**config.mk**
```make
export PLATFORM = sky130hd
export DESIGN_NAME = gpio_hex_display_flat
export DESIGN_NICKNAME = d
export VERILOG_FILES = /design/src/rtl/gpio_hex_display_if.sv /design/src/rtl/gpio_hex_display.sv /design/src/flat_wrapper.sv
export SDC_FILE = /design/constraint.sdc
export NUM_CORES = 1
export LEC_CHECK = 0
export CAP_MARGIN = 10
export CORE_MARGIN = 2
export CORE_UTILIZATION = 30
export DETAILED_ROUTE_END_ITERATION = 6
export GPL_ROUTABILITY_DRIVEN = 0
export PLACE_DENSITY_LB_ADDON = 0.1
export SLEW_MARGIN = 20
export SYNTH_ARGS = -nofsm -noshare
export SYNTH_HDL_FRONTEND = slang
export SYNTH_SLANG_ARGS = --single-unit
```
**constraint.sdc**
```tcl
create_clock -name clk -period 4.57 [get_ports clk]
set_input_delay 0.914 -clock clk [delete_from_list [all_inputs] [get_ports clk]]
set_output_delay 0.914 -clock clk [all_outputs]
set_load 0.05 [all_outputs]
```
**src/rtl/gpio_hex_display_if.sv**
```systemverilog
// gpio_hex_display_if: value/mode from the CPU side and segment/status back to it
interface gpio_hex_display_if;
  logic [31:0] value;
  logic        dec_mode;
  logic [55:0] hex_out;
  logic        busy;
  logic        overflow;
  modport master (output value, dec_mode, input hex_out, busy, overflow);
  modport slave  (input value, dec_mode, output hex_out, busy, overflow);
endinterface

```
**src/rtl/gpio_hex_display.sv**
```systemverilog
// gpio_hex_display: drives eight 7-segment digits from a 32-bit word in hex or double-dabble decimal
module gpio_hex_display #(
  parameter bit BLANK_LZ = 1'b0
) (
  input  logic                clk,
  input  logic                rst,
  gpio_hex_display_if.slave   bus_io
);
  typedef enum logic [1:0] {IDLE, HEXLOAD, SHIFT, DECLOAD} state_t;
  localparam logic [15:0][6:0] SEG = {7'h0E, 7'h06, 7'h21, 7'h46, 7'h03, 7'h08, 7'h10, 7'h00,
                                      7'h78, 7'h02, 7'h12, 7'h19, 7'h30, 7'h24, 7'h79, 7'h40};
  localparam logic [55:0] RST_HEX = BLANK_LZ ? {{7{7'h7F}}, 7'h40} : {8{7'h40}};
  state_t      state_q, state_d;
  logic [31:0] val_q, val_d, bin_q, bin_d;
  logic        mode_q, mode_d, ovf_q, ovf_d;
  logic [39:0] bcd_q, bcd_d, adj;
  logic [4:0]  cnt_q, cnt_d;
  logic [55:0] hex_q, hex_d;
  // A digit is blank when it and every more significant digit is zero; digit 0 always shows
  function automatic logic [55:0] render(input logic [31:0] v);
    logic [55:0] r;
    logic        lz;
    lz = 1'b1;
    r  = '0;
    for (int i = 7; i >= 0; i--) begin
      lz = lz && (v[4*i+:4] == 4'd0) && (i != 0);
      r[7*i+:7] = (BLANK_LZ && lz) ? 7'h7F : SEG[v[4*i+:4]];
    end
    return r;
  endfunction
  always_comb begin
    adj = bcd_q;
    for (int i = 0; i < 10; i++)
      adj[4*i+:4] = (bcd_q[4*i+:4] >= 4'd5) ? bcd_q[4*i+:4] + 4'd3 : bcd_q[4*i+:4];
  end
  always_comb begin
    state_d = state_q;
    val_d   = val_q;
    mode_d  = mode_q;
    bcd_d   = bcd_q;
    bin_d   = bin_q;
    cnt_d   = cnt_q;
    hex_d   = hex_q;
    ovf_d   = ovf_q;
    case (state_q)
      IDLE: if (bus_io.value != val_q || bus_io.dec_mode != mode_q) begin
        val_d   = bus_io.value;
        mode_d  = bus_io.dec_mode;
        bcd_d   = '0;
        bin_d   = bus_io.value;
        cnt_d   = '0;
        state_d = bus_io.dec_mode ? SHIFT : HEXLOAD;
      end
      HEXLOAD: begin
        hex_d   = render(val_q);
        ovf_d   = 1'b0;
        state_d = IDLE;
      end
      SHIFT: begin
        {bcd_d, bin_d} = {adj[38:0], bin_q, 1'b0};
        cnt_d   = cnt_q + 5'd1;
        state_d = (cnt_q == 5'd31) ? DECLOAD : SHIFT;
      end
      DECLOAD: begin
        ovf_d   = |bcd_q[39:32];
        hex_d   = (|bcd_q[39:32]) ? {8{7'h3F}} : render(bcd_q[31:0]);
        state_d = IDLE;
      end
      default: state_d = IDLE;
    endcase
  end
  always_ff @(posedge clk) begin
    if (rst) begin
      state_q <= IDLE;
      val_q   <= '0;
      mode_q  <= 1'b0;
      bcd_q   <= '0;
      bin_q   <= '0;
      cnt_q   <= '0;
      hex_q   <= RST_HEX;
      ovf_q   <= 1'b0;
    end else begin
      state_q <= state_d;
      val_q   <= val_d;
      mode_q  <= mode_d;
      bcd_q   <= bcd_d;
      bin_q   <= bin_d;
      cnt_q   <= cnt_d;
      hex_q   <= hex_d;
      ovf_q   <= ovf_d;
    end
  end
  assign bus_io.hex_out  = hex_q;
  assign bus_io.overflow = ovf_q;
  assign bus_io.busy     = (state_q == SHIFT) || (state_q == DECLOAD);
endmodule

```
**src/flat_wrapper.sv**
```systemverilog
// flat-port wrapper written by rule: the top's interface ports become plain ports
module gpio_hex_display_flat 
#(
  parameter bit BLANK_LZ = 1'b0
)
  (clk, rst, bus_io_value, bus_io_dec_mode, bus_io_hex_out, bus_io_busy, bus_io_overflow);
  gpio_hex_display_if bus_io_i ();
  input  logic clk;
  input  logic rst;
  input wire logic [$bits(bus_io_i.value)-1:0] bus_io_value;
  input wire logic [$bits(bus_io_i.dec_mode)-1:0] bus_io_dec_mode;
  output wire logic [$bits(bus_io_i.hex_out)-1:0] bus_io_hex_out;
  output wire logic [$bits(bus_io_i.busy)-1:0] bus_io_busy;
  output wire logic [$bits(bus_io_i.overflow)-1:0] bus_io_overflow;
  assign bus_io_i.value = bus_io_value;
  assign bus_io_i.dec_mode = bus_io_dec_mode;
  assign bus_io_hex_out = bus_io_i.hex_out;
  assign bus_io_busy = bus_io_i.busy;
  assign bus_io_overflow = bus_io_i.overflow;
  gpio_hex_display #(.BLANK_LZ(BLANK_LZ)) u_core (.clk(clk), .rst(rst), .bus_io(bus_io_i));
endmodule
```
## Yosys cells after proc, flatten, opt, wreduce, memory -nomap -nowiden

Memories as Yosys holds them, arrays and structs flattened. A register that Yosys moved wholly into a read port is not among the register bits.
Index checks and enable logic that the tools add are counted.

| storage, ports and cells | value |
|---|---|
| input bits | 35 |
| memory bits (read-only) | 1792 |
| register bits after elaboration | 169 |
| memories kept | 16 |
| logic and storage cells | 148 |

Memories:

| memory | depth | width | read ports | clocked after memory_dff | wr ports | line | RTL |
|---|---|---|---|---|---|---|---|
| (no name shown) | 16 | 7 | 1 | 1 | 0 | gpio_hex_display.sv:27 | `r[7*i+:7] = (BLANK_LZ && lz) ? 7'h7F : SEG[v[4*i+:4]];` |
| (no name shown) | 16 | 7 | 1 | 1 | 0 | gpio_hex_display.sv:27 |  |
| (no name shown) | 16 | 7 | 1 | 1 | 0 | gpio_hex_display.sv:27 |  |
| (no name shown) | 16 | 7 | 1 | 1 | 0 | gpio_hex_display.sv:27 |  |
| (no name shown) | 16 | 7 | 1 | 1 | 0 | gpio_hex_display.sv:27 |  |
| (no name shown) | 16 | 7 | 1 | 1 | 0 | gpio_hex_display.sv:27 |  |
| +10 memories | - | - | - | - | - | - |  |

| operators by class | value |
|---|---|
| equal/unequal tests | 7 |
| mux-type cells | 71 |
| reductions and logical operators | 9 |
| add/sub/neg operators | 11 |
| $lt $le $gt $ge | 26 |

Operators by type and width:

| cell | number |
|---|---|
| 4-bit 2-to-1 mux | 41 |
| 7-bit 2-to-1 mux | 16 |
| 56-bit one-hot mux with 2 select lines | 1 |
| 4-bit by 5-bit less-than comparator with 1-bit output (second input constant) | 16 |
| 40-bit one-hot mux with 2 select lines | 1 |
| 32-bit one-hot mux with 2 select lines | 1 |
| 56-bit 2-to-1 mux | 1 |
| 4-bit by 3-bit >= comparator with 1-bit output (second input constant) | 10 |
| 40-bit 2-to-1 mux | 1 |
| 4-bit by 2-bit adder with 4-bit output (second input constant) | 9 |
| 32-bit 2-to-1 mux | 1 |
| 32-bit inequality test | 1 |
| 5-bit one-hot mux with 2 select lines | 1 |
| 8-bit OR reduction | 1 |
| 2-bit one-hot mux with 3 select lines | 1 |
| 5-bit by 1-bit adder with 5-bit output (second input constant) | 1 |
| 5-bit equality test (second input constant) | 1 |
| 5-bit 2-to-1 mux | 1 |
| 2-bit equality test (second input constant) | 2 |
| 2-bit 2-to-1 mux | 2 |
| 2-bit AND reduction | 2 |
| 2-bit nonzero test | 2 |
| 3-bit by 2-bit adder with 3-bit output (second input constant) | 1 |
| 3-bit 2-to-1 mux | 1 |
| 8 further kinds | 9 |

## Depth between registers and ports, before layout

Gate-level depths: netlist of the first run.

| logic depth | value |
|---|---|
| depth after elaboration | 6 |
| depth in mapped cells | 16 |
| mapped depth without buffers | 13 |

## Least setup slack after synthesis of the first run

No wires, ideal clock.

| timing path | value |
|---|---|
| path type | input to register |
| from | in bus_io_value[8] |
| to | reg (tool-made name) |
| setup slack | 0.500 ns |
| arrival time | 3.951 ns |
| setup time | 0.120 ns |
| stages | 15 |
| path through | xnor2_1 -> o221ai_1 -> or4_1 -> buf_6 -> or2_4 -> o31ai_4 -> buf_2 -> buf_2 -> a21oi_1 -> nor2_1 -> inv_1 -> ha_1 -> nor4bb_1 -> a41o_1 -> a211o_1 |

RTL lines:

| element | line | RTL |
|---|---|---|
| start: declaration | flat_wrapper.sv:10 | `input wire logic [$bits(bus_io_i.value)-1:0] bus_io_value;` |

==> results.py, run 1 <==
metrics = {
    "timing": {
        "rsz0062_at_grt": "false",
        "setup_viol": 0,
        "hold_violations": 0,
        "max_clock_freq_mhz": 248,
        "finalMaxSlewViolations": 0,
        "setup_tns_ns": 0,
        "skew_ns": 0.0271,
        "fin_hold_ws_ns": 0.447,
        "worst_slew_pin_slew_ns": 0.889,
        "maxSlewHeadroom_pct": 40.5,
        "min_period_ns": 4.04,
        "period_share_pct": 88.4,
    },
    "cts": {
        "post_cts_buffers": 0,
        "ctsResizeCount": 0,
        "htreeDepth": 2,
        "cts_root_buf": "clkbuf_16",
        "cts_buffer_depth": 3,
        "clock_latency_ns": 0.56,
        "clock-sinks": 281,
        "path_clk_slew_ns": 0.06,
        "tritoncts": "done",
        "cts_buffers": 36,
        "cts_hold_buf": 0,
    },
    "route": {
        "drt-wirelength-per-cell_um": 19.4,
        "firstDrtPassIters": 5,
        "drc": 0,
        "dr.first_iter.drc_count": 832,
        "antenna_left": 0,
        "vias_per_cell": 5.16,
        "drt_wl_total_mm": 51.4,
        "vias": 13600,
    },
    "final_layout": {
        "drive_above_1_share_pct": 12.1,
        "stdcell_count": 2642,
        "syn2layout_area_growth_pct": 23.7,
        "final_nets": 2093,
        "diodes": 0,
    },
    "floorplan": {
        "dieWidth_um": 231,
        "io_pins": 93,
        "core-area_um2": 51100,
        "die-area_um2": 53400,
        "die_y_um": 231,
        "initial_core_util_pct": 30.3,
        "std_cell_rows": 83,
    },
    "synthesis": {
        "yosysSeqAreaShare_pct": 36.4,
        "synth_area_um2": 15500,
        "ys_ff_latch": 281,
        "synth_top_area_cell": "dfxtp_1",
        "ys_warn_count": 0,
        "synth.most_common_cell": "dfxtp_1",
        "synth.top_cell.area_share_pct": 36.4,
        "synthFlopType": "dfxtp_1",
        "ys_types": 74,
        "synth_edf_count": 0,
        "syn_area_per_cell_um2": 8.61,
        "synthTopCellsByArea": "dfxtp_1 36%, ha_1 9.7%, mux2i_1 6.3%",
        "synthCells": 1796,
        "ys_async_sr_fraction_pct": 0,
        "synth_commonest_cells": "281 x dfxtp_1, 194 x nand2_1, 160 x nor2_1, 120 x ha_1, 111 x a21oi_1",
        "syn-num-nets": 1951,
    },
    "status": {
        "status": "finished, final reports clean",
    },
    "hold_path": {
        "min_path_type": "reg -> reg",
    },
    "power_and_ir_drop": {
        "clkPwrFrac_pct": 44.8,
        "ir_drop_mv": 0.208,
        "p_switching_mw": 1.94,
        "leakagePower_nw": 7.59,
        "p_comb_share_pct": 15.5,
        "p_seq_share_pct": 39.7,
        "intPower_mw": 4.95,
        "sw_frac_of_total_pct": 28.1,
        "power_density_nw_per_um2": 360,
        "p_total_mw": 6.88,
    },
    "job": {
        "max-cap-violations": 0,
    },
    "grt": {
        "overflow": 0,
        "grt_max_degree": 107,
        "grt_pass1_vias": 13600,
        "grt.total_usage_pct": 19.2,
        "antenna_found_initial": 2,
        "grt_pass1_wl_mm": 80.4,
    },
    "worst_setup_path": {
        "critPathMaxFanout": 14,
        "worstPathRequired_ns": 5.00,
        "critPathLaunchType": "input pin",
        "cp.arrival_ns": 4.47,
        "path_class": "in -> reg",
        "cp-end-kind": "flip-flop",
    },
    "placement": {
        "dp_hpwl_mm": 35.9,
        "port_buffers": 92,
        "dp.cells": 2580,
    },
}
==> cells in the final DEF (no fill, tap or decap), types with 26 or more instances in the layout <==
master / netlist / final
ha_1: 120 / 120
a21oi_1: 111 / 109
o22ai_1: 33 / 33
a22o_1: 26 / 26
nor2_1: 160 / 159
clkbuf_16: 0 / 38
a22oi_1: 28 / 28
mux2i_1: 97 / 97
clkdlybuf4s50_1: 0 / 91
inv_1: 109 / 107
nand2b_1: 32 / 32
dfxtp_1: 281 / 279
o221ai_1: 52 / 52
xnor2_1: 40 / 40
o21ai_0: 54 / 54
a311oi_1: 31 / 31
buf_4: 1 / 132
nand2_1: 194 / 193
==> power by group through the flow <==
stage | clock, mW | sequential [mW] | combinational [mW]
6_report | 3.08 | 2.73 | 1.07
5_1_grt | 3.28 | 2.74 | 1.17
4_1_cts | 3.18 | 2.73 | 1.08
3_5_place_dp | 0 | 2.78 | 1.07
3_3_place_gp | 0 | 2.78 | 1.07
2_1_floorplan | 0 | 2.80 | 0.598
==> final cells by class <==
type,instances,area [um2]
clock inverter,11,191
fill,5244,32000
sequential,281,5630
inverter,109,409
tap,680,851
multi-input combinational,1281,8950
clock buffer,51,1090
timing repair buffer,229,2010
==> logic make-up (layout without fill, tap and decap cells) <==
family	Yosys count	count (layout)	synth area share (%)
simple gates	509	509	15.1
compound gates	483	483	22.3
flops	281	281	36.4
buf+inv	234	400	5.97
fa+ha+maj	120	120	9.71
mux	110	110	7.22
xor+xnor	59	59	3.34
==> per-layer routing <==
metal  up-vias  track usage (%)  routed length [um]
li1       6712                -                   -
met2       322             30.0               22400
met4         2             4.70                 948
met5         -                0                  13
met3        64             3.40                2550
met1      6534             27.4               25500
==> final timing paths <==
path	start	end	slack, ns	cells after the start
worst max-delay path	bus_io_value[8]	flip-flop	0.53	14
worst min-delay path	u_core.bus_io.hex_out[32]	u_core.bus_io.hex_out[32]	0.45	2
worst max register to register	u_core.val_q[23]	flip-flop	0.99	13
worst min register to register	u_core.bus_io.hex_out[32]	u_core.bus_io.hex_out[32]	0.45	2
==> metrics by stage <==
| step | utilization [%] | setup slack (ns) | area (um2) |
|---|---|---|---|
| global placement | 34.9 | 0.00502 | 17900 |
| detailed placement | 34.9 | -0.0567 | 17900 |
| finish | 37.4 | 0.530 | 19100 |
| global route | 37.4 | 0.265 | 19100 |
| floorplan | - | 0.500 | 15500 |
| CTS | 37.4 | 0.518 | 19100 |
==> worst max-delay path, cell delays in order <==
cell	delay (ns)
clkdlybuf4s50_1	0.47
xnor2_1	0.24
o221ai_1	0.15
or4_1	0.58
buf_4	0.22
nor2_1	0.23
a21oi_4	0.12
buf_12	0.17
mux2i_1	0.15
nor2_1	0.39
inv_1	0.17
ha_1	0.30
a22o_1	0.22
o2bb2ai_1	0.12
Power figures use the tool's default switching activity.
==> inputs of run 2 (changes only) <==
- ABC_CLOCK_PERIOD_IN_PS: default -> 4570
==> results of run 2 <==
Same layout as run 1: the final DEF is identical, and so are final timing and power.
==> inputs of run 3 (changes only) <==
- CTS_CLUSTER_DIAMETER: default -> 50
==> run 3 against run 2 <==
  * Combinational power about the same
  * Hold slack about the same
  * First-iteration DRC count increased by 8.2%
==> results.py, run 3 (synthesized netlist as in run 1, its figures left out) <==
metrics = {
    "power_and_ir_drop": {
        "clkPwrFrac_pct": 46.9,
        "ir_drop_mv": 0.258,
        "power_density_nw_per_um2": 371,
        "p_comb_share_pct": 14.9,
        "leakagePower_nw": 7.65,
        "p_seq_share_pct": 38.1,
        "sw_frac_of_total_pct": 29.2,
        "p_switching_mw": 2.09,
        "intPower_mw": 5.08,
    },
    "worst_setup_path": {
        "critPathMaxFanout": 14,
        "path_class": "in -> reg",
        "critPathLaunchType": "input pin",
        "worstPathRequired_ns": 4.99,
        "cp.arrival_ns": 4.50,
        "cp-end-kind": "flip-flop",
    },
    "floorplan": {
        "io_pins": 93,
        "dieWidth_um": 231,
        "std_cell_rows": 83,
        "die_y_um": 231,
        "initial_core_util_pct": 30.3,
        "die-area_um2": 53400,
        "core-area_um2": 51100,
    },
    "final_layout": {
        "drive_above_1_share_pct": 12.7,
        "final_common_cell": "dfxtp_1",
        "stdcell_count": 2657,
        "final_nets": 2100,
        "syn2layout_area_growth_pct": 24.9,
        "final_cell_mix": "279 x dfxtp_1, 193 x nand2_1, 159 x nor2_1",
        "diodes": 0,
    },
    "placement": {
        "port_buffers": 92,
        "dp_hpwl_mm": 35.9,
        "dp.cells": 2580,
        "post-place-ws_ns": -0.0567,
    },
    "cts": {
        "cts_buffers": 43,
        "tritoncts": "done",
        "clock-sinks": 281,
        "ctsResizeCount": 0,
        "path_clk_slew_ns": 0.06,
        "post_cts_buffers": 0,
        "cts_hold_buf": 0,
        "cts_buffer_depth": 3,
        "clock_latency_ns": 0.57,
        "cts_root_buf": "clkbuf_16",
        "htreeDepth": 2,
    },
    "timing": {
        "period_share_pct": 89.4,
        "min_period_ns": 4.08,
        "hold_violations": 0,
        "worst_slew_pin_slew_ns": 0.883,
        "skew_ns": 0.0226,
        "finalMaxSlewViolations": 0,
        "max_clock_freq_mhz": 245,
        "worst_slack_ns": 0.487,
        "setup_viol": 0,
        "rsz0062_at_grt": "false",
        "maxSlewHeadroom_pct": 40.9,
    },
    "status": {
        "status": "finished, final reports clean",
    },
    "grt": {
        "grt_max_degree": 107,
        "overflow": 0,
        "antenna_found_initial": 2,
        "grt_pass1_vias": 13700,
        "grt_pass1_wl_mm": 80.3,
        "grt.total_usage_pct": 19.2,
    },
    "route": {
        "antenna_left": 0,
        "drt_wl_total_mm": 51.4,
        "firstDrtPassIters": 5,
        "drc": 0,
        "vias": 13700,
        "dr.first_iter.drc_count": 900,
        "vias_per_cell": 5.17,
        "drt-wirelength-per-cell_um": 19.4,
    },
    "hold_path": {
        "min_path_type": "reg -> reg",
    },
    "job": {
        "max-cap-violations": 0,
    },
}
[run 3: per-stage QoR]
step                total power [mW]  cell area [um2]  hold slack (ns)  util [%]  setup TNS (ns)
finish                          7.17            19300            0.447      37.8               0
global route                    7.47            19300            0.474      37.8               0
CTS                             7.26            19300            0.452      37.8               0
detailed placement              3.85            17900            0.445      34.9          -0.170
global placement                3.85            17900            0.441      34.9               0
floorplan                       3.40            15500            0.449         -               0
[run 3: worst paths after layout]
check / from / to / slack [ns] / cells past startpoint
max reg2reg: u_core.val_q[23] / flip-flop / 0.95 / 13
min: u_core.bus_io.hex_out[32] / u_core.bus_io.hex_out[32] / 0.45 / 2
min reg2reg: u_core.bus_io.hex_out[32] / u_core.bus_io.hex_out[32] / 0.45 / 2
max: bus_io_value[8] / flip-flop / 0.49 / 14
[run 3: power by group through the flow]
stage / combinational (mW) / clock, mW / sequential [mW]
6_report: 1.07 / 3.36 / 2.73
5_1_grt: 1.17 / 3.56 / 2.74
4_1_cts: 1.08 / 3.46 / 2.73
3_5_place_dp: 1.07 / 0 / 2.78
3_3_place_gp: 1.07 / 0 / 2.78
2_1_floorplan: 0.598 / 0 / 2.80
[run 3: layer usage]
metal	global-route usage, %	part of all wire [%]
met2	30.0	44
met3	3.38	5.4
met5	0	0.025
met1	27.2	49
met4	5.00	1.8
[run 3: cell type report]
cell class / count / area [um2]
inverters: 109 / 409
fillers: 5226 / 31800
well taps: 680 / 851
multi-input cells: 1281 / 8950
clock buffers: 53 / 1160
repair buffers: 229 / 2010
flip-flops and latches: 281 / 5630
clock inverters: 24 / 294
[run 3: critical path: stages]
cell and delay (ns):
clkdlybuf4s50_1 0.47, xnor2_1 0.26, o221ai_1 0.15, or4_1 0.57, buf_4 0.22, nor2_1 0.24, a21oi_4 0.12, buf_12 0.18
mux2i_1 0.15, nor2_1 0.41, inv_1 0.18, ha_1 0.30, mux2i_1 0.17, mux2i_1 0.16
==> RTL change (settings of run 2) <==
Make the reset (`rst`) asynchronous in one clocked block.
--- a/src/rtl/gpio_hex_display.sv
+++ b/src/rtl/gpio_hex_display.sv
@@ -69,7 +69,7 @@
       default: state_d = IDLE;
     endcase
   end
-  always_ff @(posedge clk) begin
+  always_ff @(posedge clk or posedge rst) begin
     if (rst) begin
       state_q <= IDLE;
       val_q   <= '0;
Formal check against the unedited RTL: differs if rst is asserted again (counterexample within 4 cycles, from zero or initial values and one cycle with rst high); with rst held inactive, the same outputs for 4 cycles.
==> RTL change against run 2 <==
Wire length shrank 30%. Global-route usage fell by 1.5 points. Hold slack improved by 0.056 ns. Worst setup slack improved by 0.88 ns. Synthesized area is 22% lower. Sequential share of layout area grew 0.69 points. Count of clock-buffer cells in the layout decreased by 30. Sequential cell count decreased by 112. Design area fell by 26%. Largest cell class unchanged.
Power is not compared: it rests on default switching activity, and its combinational part moved more than twofold at a synthesized area within 25%.
==> RTL change: results (changes against run 2) <==
GRT
  – Maximum number of pins on one net before global-route repair: 57 (was 107)
  – Number of antenna violations at the first check in global routing: 2 (unchanged)
  – Via count of the first global-routing pass: 9649 (was 13.63k)
  – GRT Util Overall: 0.1767 (was 0.1922)
  – Global-route wire length before repair: 57400 um (was 80370 um)

Worst setup path
  – Depth of the worst register-to-register path: 7 (was 13)
  – Largest fanout on the critical path: 42 (was 14)
  – Internal reg-to-reg setup slack: 1.46 ns (was 0.99 ns)
  – Worst reg2reg path startpoint: u_core.bcd_q[32]$_DFFE_PP0P_ (was u_core.val_q[23]$_SDFFE_PP0P_)
  – Critical Path AT: 3.49 ns (was 4.47 ns)

Clocking
  – Num CTS Buffers: 17 (was 36)
  – Clock tree root buffer cell: clkbuf_16 (unchanged)
  – Post-cts sizing count: 0 (unchanged)
  – Max clock buf depth: 2 (was 3)
  – Htree depth: 4 (was 2)
  – Post-CTS Setup Bufs: 0 (unchanged)

Status
  – Status: finished, final reports clean (unchanged)

Placement
  – Post-DP HPWL: 25200 um (was 35890 um)
  – Setup slack after placement: 0.9037 ns (was -0.05667 ns)
  – Number of I/O port buffers: 92 (unchanged)

Logic synthesis
  – Fraction of registers with async set or reset after synthesis: 1.000 (was 0)
  – Net count of the mapped netlist: 1423 (was 1951)
  – Register area share after synthesis: 0.3495 (was 0.3637)
  – Unique masters post-synth: 52 (was 74)
  – Most numerous cell types in the synthesized netlist: 161 x dfrtp_1, 121 x inv_1, 103 x ha_1 (was 281 x dfxtp_1, 194 x nand2_1, 160 x nor2_1)

Final layout
  – Number of nets in the layout: 1459 (was 2093)
  – Fraction of final layout cells with drive strength greater than 1: 0.1102 (was 0.1213)

Timing
  – Clock Skew: 0.009113 ns (was 0.02710 ns)
  – Worst-case headroom to the max-slew limit: 0.4340 (was 0.4051)

Min path
  – Worst Hold Endpoint: u_core.bus_io.hex_out[13]$_DFFE_PP1P_ (was u_core.bus_io.hex_out[32]$_SDFFE_PP0P_)
  – Hold Crit Depth: 2 (unchanged)
  – Hold Startpoint: u_core.bus_io.hex_out[13]$_DFFE_PP1P_ (was u_core.bus_io.hex_out[32]$_SDFFE_PP0P_)

Detailed routing
  – Via-to-Cell Ratio: 5.243 (was 5.160)
## RTL change: cell types whose count changed in the layout (fill, tap and decap cells not counted), sizes merged, moves of 56 or more
cell | run 2 | this run
dfxtp | 281 | 0
dfrtp | 0 | 161
nand2 | 194 | 43
buf | 138 | 19
nor2 | 162 | 73
mux2i | 97 | 41
## RTL change: cell type report
type / count / area (um2)
Sequential cell: 169 / 4247
Timing Repair Buffer: 111 / 1076
Inverter: 121 / 457.9
Multi-Input combinational cell: 901 / 7047
Fill cell: 4124 / 25720
Tap cell: 525 / 656.9
Clock buffer: 21 / 450.4
Clock inverter: 11 / 172.7
## RTL change: logic make-up after synthesis
logic type | synth area share
DFF | 0.3495
muxes | 0.1211
xor gates and xnor gates | 0.03755
buffers and inverters | 0.07128
AOI/OAI and AO/OA | 0.2167
and+or+nand+nor | 0.09759
adders and majority gates | 0.1063
## RTL change: worst max-delay path by stage
| stage | start | end | slack, ns |
|---|---|---|---|
| 2_1_floorplan | rst | u_core.bcd_q[0]$_DFFE_PP0P_ | 1.51 |
| 3_5_place_dp | bus_io_value[6] | u_core.bin_q[11]$_DFFE_PP0P_ | 0.90 |
| 4_1_cts | bus_io_value[6] | u_core.bin_q[12]$_DFFE_PP0P_ | 1.37 |
| 6_report | bus_io_value[6] | u_core.bin_q[6]$_DFFE_PP0P_ | 1.41 |
| 3_3_place_gp | bus_io_value[6] | u_core.bin_q[8]$_DFFE_PP0P_ | 0.94 |
| 5_1_grt | bus_io_value[6] | u_core.bin_q[12]$_DFFE_PP0P_ | 1.27 |
## RTL change: layer usage
metal  up-vias  track usage  part of all wire
li1       4708            -                 -
met1      4866       0.2620              0.51
met2       153       0.2701              0.45
met3        18      0.02514             0.030
met4         2      0.03983             0.010
met5         -            0           0.00036
## RTL change: worst max-delay path, stage by stage
cell             delay, ns
clkdlybuf4s50_1       0.47
xnor2_1               0.31
nand4_1               0.20
nor4_4                0.48
a31oi_4               0.37
buf_12                0.33
a221o_1               0.38
## RTL change: metrics by stage
step	area (um2)	util	hold slack [ns]	power, uW	instances
3_3_place_gp	13480	0.3386	0.4921	8815	1827
5_1_grt	14110	0.3542	0.5266	11220	1859
6_report	14110	0.3542	0.5029	10390	1859
3_5_place_dp	13480	0.3386	0.4941	8831	1827
2_1_floorplan	12130	-	0.4650	7149	1285
4_1_cts	14110	0.3542	0.5071	10480	1859
## RTL change: power groups by stage
| stage | Combinational, uW | Sequential (uW) | Clock (uW) |
|---|---|---|---|
| finish | 5520 | 3280 | 1590 |
| global route | 6100 | 3430 | 1690 |
| CTS | 5560 | 3280 | 1640 |
| detailed placement | 5540 | 3290 | 0 |
| global placement | 5530 | 3290 | 0 |
| floorplan | 3740 | 3410 | 0 |
